`config.mk`:
```
export PLATFORM = sky130hd
export DESIGN_NAME = move_scheduler_flat
export DESIGN_NICKNAME = d
export VERILOG_FILES = /design/src/rtl/move_scheduler_if.sv /design/src/rtl/move_scheduler.sv /design/src/flat_wrapper.sv
export SDC_FILE = /design/constraint.sdc
export NUM_CORES = 1
export LEC_CHECK = 0
export CORE_AREA = 2 2 66 68
export CTS_CLUSTER_DIAMETER = 50
export DETAILED_ROUTE_END_ITERATION = 7
export DIE_AREA = 0 0 68 70
export PLACE_DENSITY = 0.62
export SLEW_MARGIN = 0
export SYNTH_ARGS = -nofsm -noshare
export SYNTH_HDL_FRONTEND = slang
export SYNTH_SLANG_ARGS = --single-unit
```
`constraint.sdc`:
```
create_clock -name clk_i -period 3.1 [get_ports clk_i]
set_input_delay 0.62 -clock clk_i [delete_from_list [all_inputs] [get_ports clk_i]]
set_output_delay 0.62 -clock clk_i [all_outputs]
set_load 0.05 [all_outputs]
```
`src/rtl/move_scheduler_if.sv`:
```
// Key inputs and lane-status outputs of the lane move scheduler.
interface move_scheduler_if;
  logic       left_in;
  logic       right_in;
  logic       pause;
  logic [1:0] curr_pos;
  logic [1:0] prev_pos;
  logic       moving;
  logic       dir;
  logic       step;
  logic [3:0] queue_count;
  logic       overflow;

  modport slave (
    input  left_in, right_in, pause,
    output curr_pos, prev_pos, moving, dir, step, queue_count, overflow
  );

  modport master (
    output left_in, right_in, pause,
    input  curr_pos, prev_pos, moving, dir, step, queue_count, overflow
  );
endinterface

```
`src/rtl/move_scheduler.sv`:
```
// Queues left/right key edges and replays them as timed lane transitions.
// state | meaning
// IDLE  | no transition; pops the queue head when unpaused
// MOVE  | transition in progress; step counter runs down to 0
module move_scheduler #(
  parameter int QDEPTH      = 4,
  parameter int STEP_CYCLES = 8,
  parameter int POS_MAX     = 3
) (
  input  logic             clk_i,
  input  logic             rst_ni,
  move_scheduler_if.slave  sched
);
  localparam int AW = (QDEPTH > 1) ? $clog2(QDEPTH) : 1;

  typedef enum logic {IDLE, MOVE} state_t;

  state_t            state_q, state_d;
  logic              left_q, right_q;
  logic [QDEPTH-1:0] mem_q, mem_d;
  logic [AW-1:0]     wr_ptr_q, wr_ptr_d, rd_ptr_q, rd_ptr_d;
  logic [3:0]        count_q, count_d;
  logic [7:0]        cnt_q, cnt_d;
  logic [1:0]        curr_q, curr_d, prev_q, prev_d;
  logic              dir_q, dir_d, step_q, step_d, ovf_q, ovf_d;

  logic left_rise, right_rise, push, accept, pop, full, head, legal;

  always_comb begin
    left_rise  = sched.left_in & ~left_q;
    right_rise = sched.right_in & ~right_q;
    // simultaneous left and right edges cancel each other
    push       = left_rise ^ right_rise;
    full       = (count_q == 4'(QDEPTH));
    pop        = (state_q == IDLE) && !sched.pause && (count_q != 4'd0);
    accept     = push && (!full || pop);
    head       = mem_q[rd_ptr_q];
    legal      = head ? (curr_q != 2'(POS_MAX)) : (curr_q != 2'd0);

    state_d  = state_q;
    mem_d    = mem_q;
    wr_ptr_d = wr_ptr_q;
    rd_ptr_d = rd_ptr_q;
    cnt_d    = cnt_q;
    curr_d   = curr_q;
    prev_d   = prev_q;
    dir_d    = dir_q;
    step_d   = 1'b0;
    ovf_d    = ovf_q;

    if (accept) begin
      mem_d[wr_ptr_q] = right_rise;
      wr_ptr_d        = wr_ptr_q + AW'(1);
    end else if (push) begin
      ovf_d = 1'b1;
    end
    if (pop) rd_ptr_d = rd_ptr_q + AW'(1);
    count_d = count_q + {3'b000, accept} - {3'b000, pop};

    case (state_q)
      IDLE: begin
        // an illegal head is simply consumed by the pop above
        if (pop && legal) begin
          state_d = MOVE;
          dir_d   = head;
          cnt_d   = 8'(STEP_CYCLES - 1);
        end
      end
      MOVE: begin
        if (!sched.pause) begin
          if (cnt_q == 8'd0) begin
            state_d = IDLE;
            prev_d  = curr_q;
            curr_d  = dir_q ? (curr_q + 2'd1) : (curr_q - 2'd1);
            step_d  = 1'b1;
          end else begin
            cnt_d = cnt_q - 8'd1;
          end
        end
      end
      default: state_d = IDLE;
    endcase
  end

  always_ff @(posedge clk_i or negedge rst_ni) begin
    if (!rst_ni) begin
      state_q  <= IDLE;
      left_q   <= 1'b0;
      right_q  <= 1'b0;
      mem_q    <= '0;
      wr_ptr_q <= '0;
      rd_ptr_q <= '0;
      count_q  <= 4'd0;
      cnt_q    <= 8'd0;
      curr_q   <= 2'd0;
      prev_q   <= 2'd0;
      dir_q    <= 1'b0;
      step_q   <= 1'b0;
      ovf_q    <= 1'b0;
    end else begin
      state_q  <= state_d;
      left_q   <= sched.left_in;
      right_q  <= sched.right_in;
      mem_q    <= mem_d;
      wr_ptr_q <= wr_ptr_d;
      rd_ptr_q <= rd_ptr_d;
      count_q  <= count_d;
      cnt_q    <= cnt_d;
      curr_q   <= curr_d;
      prev_q   <= prev_d;
      dir_q    <= dir_d;
      step_q   <= step_d;
      ovf_q    <= ovf_d;
    end
  end

  assign sched.curr_pos    = curr_q;
  assign sched.prev_pos    = prev_q;
  assign sched.moving      = (state_q == MOVE);
  assign sched.dir         = dir_q;
  assign sched.step        = step_q;
  assign sched.queue_count = count_q;
  assign sched.overflow    = ovf_q;
endmodule

```
`src/flat_wrapper.sv`:
```
// flat-port wrapper written by rule: the top's interface ports become plain ports
module move_scheduler_flat 
#(
  parameter int QDEPTH      = 4,
  parameter int STEP_CYCLES = 8,
  parameter int POS_MAX     = 3
)
  (clk_i, rst_ni, sched_left_in, sched_right_in, sched_pause, sched_curr_pos, sched_prev_pos, sched_moving, sched_dir, sched_step, sched_queue_count, sched_overflow);
  move_scheduler_if sched_i ();
  input  logic clk_i;
  input  logic rst_ni;
  input wire logic [$bits(sched_i.left_in)-1:0] sched_left_in;
  input wire logic [$bits(sched_i.right_in)-1:0] sched_right_in;
  input wire logic [$bits(sched_i.pause)-1:0] sched_pause;
  output wire logic [$bits(sched_i.curr_pos)-1:0] sched_curr_pos;
  output wire logic [$bits(sched_i.prev_pos)-1:0] sched_prev_pos;
  output wire logic [$bits(sched_i.moving)-1:0] sched_moving;
  output wire logic [$bits(sched_i.dir)-1:0] sched_dir;
  output wire logic [$bits(sched_i.step)-1:0] sched_step;
  output wire logic [$bits(sched_i.queue_count)-1:0] sched_queue_count;
  output wire logic [$bits(sched_i.overflow)-1:0] sched_overflow;
  assign sched_i.left_in = sched_left_in;
  assign sched_i.right_in = sched_right_in;
  assign sched_i.pause = sched_pause;
  assign sched_curr_pos = sched_i.curr_pos;
  assign sched_prev_pos = sched_i.prev_pos;
  assign sched_moving = sched_i.moving;
  assign sched_dir = sched_i.dir;
  assign sched_step = sched_i.step;
  assign sched_queue_count = sched_i.queue_count;
  assign sched_overflow = sched_i.overflow;
  move_scheduler #(.QDEPTH(QDEPTH), .STEP_CYCLES(STEP_CYCLES), .POS_MAX(POS_MAX)) u_core (.clk_i(clk_i), .rst_ni(rst_ni), .sched(sched_i));
endmodule
```
Word level (Yosys, flattened, before mapping). Index checks and enable logic that the tools add are counted.

Register bits: 30. Bits of input ports: 5. Output and inout bits: 12. Logic and storage cells: 69.

Add/sub/neg operators: 7. Magnitude comparators: 3. Eq/ne operators: 5. Mux-type cells: 18. Bitwise operators: 8. Reduce and logical (&&, ||, !) cells: 15.

Operator list (number): 2-to-1 mux 8 bit (3); one-hot mux 8 bit (2 select lines) (1); 2-to-1 mux 1 bit (9); zero test 8 bit (1); != test 2 bit (second input constant) (4); subtractor 8 x 1 -> 8 bit (second input constant) (1); adder 2 x 1 -> 2 bit (second input constant) (3); < comparator 2 x 3 -> 1 bit (second input constant) (2); AND reduction 3 bit (2); logical AND 1 bit (5); inverter 1 bit (5); adder 4 x 1 -> 4 bit (1); bitwise mux 4 bit (1); equality test 4 x 3 -> 1 bit (second input constant) (1); AND reduction 2 bit (2); nonzero test 4 bit (1); subtractor 4 x 1 -> 4 bit (1); AND 1 bit (2); binary-select mux 1 bit (select 2 bit) (1); demux 1 bit (select 2 bit) (1); >= comparator 2 x 1 -> 1 bit (second input constant) (1); zero test 1 bit (2); 2-to-1 mux 2 bit (1); one-hot mux 1 bit (2 select lines) (1); 4 further kinds (4).

Depth between registers and ports, before layout.
Depth after elaboration: 7. Depth in mapped cells: 10. Depth with buffers taken out: 10.

Least setup slack after synthesis. OpenSTA, ideal clock, no wires.

Path type: reg2reg. Start point: register u_core.count_q[2] (netlist: u_core.sched.queue_count[2]). End point: register u_core.count_q[2] (netlist: u_core.sched.queue_count[2]). Setup time: 0.123 ns. Data arrival time: 2.337 ns. Data required time: 2.977 ns. Slack: 0.640 ns. Cell stages (with the launch flop): 11. Buffers on the path: 0. Clock period less this slack: 2.460 ns. Path through: dfrtp_1 inv_1 ha_1 a211o_1 inv_1 ha_1 inv_1 ha_1 inv_1 fa_1 xnor2_1.

Longest elaborated chain between the ends: 6. Elaborated cells between the ends (all ways): 8. Classes of those cells: add/sub: 2; eq/ne: 1; reduce/logical: 5.

Ends and longest elaborated chain: start, declared (RTL line move_scheduler.sv:22) `logic [3:0] count_q, count_d;`; start signal, assigned (RTL line move_scheduler.sv:107) `count_q <= count_d;`; nonzero test 4 bit (*) (RTL line move_scheduler.sv:35) `pop = (state_q == IDLE) && !sched.pause && (count_q != 4'd0);`; logical AND 1 bit (*) (RTL line move_scheduler.sv:35); net u_core.pop (RTL line move_scheduler.sv:27) `logic left_rise, right_rise, push, accept, pop, full, head, legal;`; logical OR 1 bit (RTL line move_scheduler.sv:36) `accept = push && (!full || pop);`; logical AND 1 bit (RTL line move_scheduler.sv:36); adder 4 x 1 -> 4 bit (RTL line move_scheduler.sv:58) `count_d = count_q + {3'b000, accept} - {3'b000, pop};`; subtractor 4 x 1 -> 4 bit (*) (RTL line move_scheduler.sv:58); net u_core.count_d[2] (RTL line move_scheduler.sv:22).

The timed path passes the listed nets; every way through them passes the cells marked *. A chain may end at the register's enable or synchronous reset.

Final worst setup path.
Start point: register u_core.state_q (netlist: u_core.sched.moving). End point: output sched_moving.

RTL lines: start, declared (RTL line move_scheduler.sv:18) `state_t state_q, state_d;`; start signal, assigned (RTL line move_scheduler.sv:101) `state_q <= state_d;`; end, declared (RTL line flat_wrapper.sv:17) `output wire logic [$bits(sched_i.moving)-1:0] sched_moving;`.

No word-level cell between the ends.

==> reports/qor.csv <==
stage;metric;value;unit
status;status;completed;
critical_path;Worst setup EP type;primary output;
floorplan;Die Width;68;µm
synth;Post-Syn Nets;167;
power;Net Sw Frac;0.4176;
synth;Synth cell types;35;
synth;Commonest cells post-synth;dfrtp_1 (30), nand2_1 (19), inv_1 (14), ha_1 (12), xnor2_1 (8);
power;Seq pwr share;0.377;
global_route;global-route wire length before repair;5050;µm
cells_and_area;share of post-route cells with drive strength above 1;0.1111;
cells_and_area;Syn-to-layout area delta;19.21;%
route;vias per inst;4.928;
global_route;overall routing resource usage;0.1432;
synth;Area contributors post-synth;dfrtp_1 (47%), ha_1 (9.5%), mux2_2 (5.0%), nand2_1 (4.5%), xnor2_1 (4.4%);
cells_and_area;ANT cells;0;
sta;unrepaired setup endpoints after global routing;false;
hold_path;hold endpoint;u_core.sched.overflow;
floorplan;IO Count;17;
synth;post-synthesis xor/xnor area fraction;0.05534;
sta;fin crit share;0.7990;
power;clock power share;0.153;
synth;simple-gate area share of the yosys netlist;0.1257;
synth;post-synthesis mux area share;0.09170;
global_route;antenna violations before repair;0;
place;port bufs;16;
clocking;clock root cell;clkbuf_8;
sta;FMAX;403.7;MHz
route;drt pass-1 iters;4;
power;LEAKAGE;0.8931;nW
clocking;clock tree sinks;30;
global_route;pin count of the biggest net entering global routing;31;
hold_path;Worst Hold Path Cells;1;
critical_path;WS Path Type;flip-flop to primary output;
global_route;grt ovf;0;
synth;area leader, netlist;dfrtp_1;
critical_path;worst reg2reg path endpoint;u_core.sched.queue_count[1];
route;drt drc;0;
hold_path;worst hold path class;flip-flop to flip-flop;
floorplan;Rows;24;
power;total power;1.883;mW
critical_path;crit-path max FO;17;
synth;register area share after synthesis;0.4743;
power;power per cell area;998.2;nW/µm²
synth;Yosys reg bits;30;
sta;Total Neg Setup Slack;0;ns
run;max-cap violations;0;
floorplan;Die H;70;µm
synth;ys flop type;dfrtp_1;
clocking;clock latency at the later pin of the worst-skew pair;0.28;ns
synth;post-synthesis adder-cell area fraction;0.1075;
critical_path;crit path launch type;flip-flop;
critical_path;Critical-path top delay cell;clkdlybuf4s50_1;
hold_path;worst hold path startpoint;u_core.sched.overflow;
power;VDD IR-drop max;0.0005659;V
clocking;Inserted Clock Buffers;5;
critical_path;Buf/Inv on CP;1;
clocking;Resized cells post-CTS;0;
synth;synth warn;0;
route;WL final;2854;µm
sta;slew of the pin with the lowest slew margin;0.5217;ns
floorplan;Die ar.;4760;µm²
route;WL per Instance;12.80;µm
critical_path;R2R Setup Slk;0.83;ns
critical_path;slowest stage delay, CP;0.91;ns
synth;Synth Area in Compound Gates;0.09960;
power;P_int;1.097;mW
synth;ys async rst share;1.000;
critical_path;Worst Reg-to-Reg Cells;10;
power;Sw Pwr;0.7864;mW
clocking;CTS tree;built;
critical_path;Worst EP required;2.48;ns
sta;max-slew violations;0;
synth;share of the synthesized area in the top cell type;0.4743;
floorplan;Initial Utilization;0.3819;
sta;worst relative slew slack;0.6522;
critical_path;reg2reg start;u_core.sched.queue_count[2];
synth;leading cell type by number of instances after synthesis;dfrtp_1;
sta;final clock skew;0.006718;ns
route;Routed Antenna Nets;0;
critical_path;critical path, cell by cell;clkdlybuf4s50_1;
place;dpl hpwl;2131;µm
clocking;Clock Pin Slew Worst Setup and Hold Paths;0.06;ns
synth;number of flops mapped to enable cells by yosys;0;
sta;Setup-failing EPs final;0;
synth;Cell Area, Synth;1583;µm²
cells_and_area;Finished Layout Cells;223;
clocking;Clock Path Buffers;2;
global_route;vias in the first global route;1121;
critical_path;Crit path arrival time;1.86;ns
critical_path;Worst path top cell family by delay;buffers and inverters;
sta;Fin. Hold Viols;0;
clocking;CTS hold repair buffers;0;
synth;largest family of logic cells by synthesized area;simple AND/OR/NAND/NOR gates;
place;gpl congestion;0.7574;
synth;Synth Instances;149;
route;via count;1099;
route;Detailed Route Iter0 Violations;47;
synth;syn_area_per_cell;10.62;µm²
clocking;post-CTS setup buffers;0;
sta;Final Critical Period;2.477;ns
cells_and_area;Final nets;189;
floorplan;core area;4144;µm²
power;power share of the combinational group;0.470;
clocking;# H-tree levels;2;
place;placed cell count;216;
==> power groups by stage <==
stage          registers, mW  logic [mW]  clock network, mW
6_report               0.710       0.885              0.288
5_1_grt                0.736       0.990              0.314
4_1_cts                0.711       0.897              0.295
3_5_place_dp           0.718       0.894                  0
3_3_place_gp           0.707       0.867                  0
2_1_floorplan          0.864       0.496                  0
==> state kept, by name (all words and copies together) (netlist names), 2 cells and up <==
| signal | cells |
|---|---|
| u_core.cnt_q | 8 |
| u_core.mem_q | 4 |
| u_core.sched.queue_count | 4 |
| u_core.rd_ptr_q | 2 |
| u_core.sched.curr_pos | 2 |
| u_core.sched.prev_pos | 2 |
| u_core.wr_ptr_q | 2 |
==> how the worst max path moves through the flow <==
stage	cells past startpoint	slack, ns	endpoint	startpoint
floorplan	10	0.64	u_core.sched.queue_count[2]	u_core.sched.queue_count[2]
global placement	9	0.47	u_core.sched.queue_count[2]	sched_pause
detailed placement	8	0.38	u_core.sched.queue_count[2]	sched_right_in
CTS	1	0.63	sched_moving	u_core.sched.moving
global route	8	0.54	u_core.sched.queue_count[1]	sched_right_in
finish	1	0.62	sched_moving	u_core.sched.moving
==> per-stage QoR <==
stage | setup slack, ns | utilization | hold slack, ns | cell area [µm²]
2_1_floorplan | 0.6403 | - | 0.3244 | 1583
3_3_place_gp | 0.4666 | 0.4369 | 0.4576 | 1810
3_5_place_dp | 0.3781 | 0.4369 | 0.4578 | 1810
4_1_cts | 0.6290 | 0.4553 | 0.4762 | 1887
5_1_grt | 0.5420 | 0.4553 | 0.4889 | 1887
6_report | 0.6231 | 0.4553 | 0.4704 | 1887
==> area by class of cell <==
| class | instances | area [µm²] |
|---|---|---|
| multi-input cells | 101 | 759.5 |
| inverters | 14 | 52.55 |
| repair buffers | 19 | 182.7 |
| fillers | 401 | 2257 |
| well taps | 52 | 65.06 |
| flip-flops and latches | 30 | 750.7 |
| clock buffers | 7 | 76.32 |
==> layer usage <==
metal / part of all wire / wire length [µm] / GRT usage
met2: 0.51 / 1449 / 0.2319
met4: 0.022 / 63 / 0.07111
met1: 0.43 / 1226 / 0.1670
met5: 0 / 0 / 0
met3: 0.040 / 115 / 0.04509
==> cell usage in the layout (no fill, tap or decap) <==
master / instances
xnor2_1: 8
nand3_1: 2
a21oi_1: 6
o311a_1: 1
clkdlybuf4s50_1: 16
ha_1: 12
o21ai_0: 5
nand3b_1: 1
o2bb2ai_2: 1
or2_2: 1
nand2_1: 19
nor2b_1: 5
mux2_2: 7
mux4_2: 1
mux2i_1: 3
fa_1: 1
o21ai_1: 1
a21o_1: 3
o22ai_1: 1
o21bai_1: 1
nor2_1: 6
dfrtp_1: 30
nor4_1: 2
nor3_1: 2
o211ai_1: 1
clkbuf_8: 5
and3b_1: 1
xor2_1: 2
a211o_1: 1
mux2i_2: 1
nand2b_1: 3
inv_1: 14
buf_4: 3
clkbuf_1: 2
a22oi_1: 1
a31oi_1: 2
==> kinds of logic (layout without fill, tap and decap cells) <==
kind of cell	count (synthesis)	count (layout)
and+or+nand+nor	42	42
AOI/OAI and AO/OA	24	24
adders and majority gates	13	13
xor gates and xnor gates	10	10
buffers and inverters	18	40
muxes	12	12
DFF	30	30
Power figures use the tool's default switching activity.
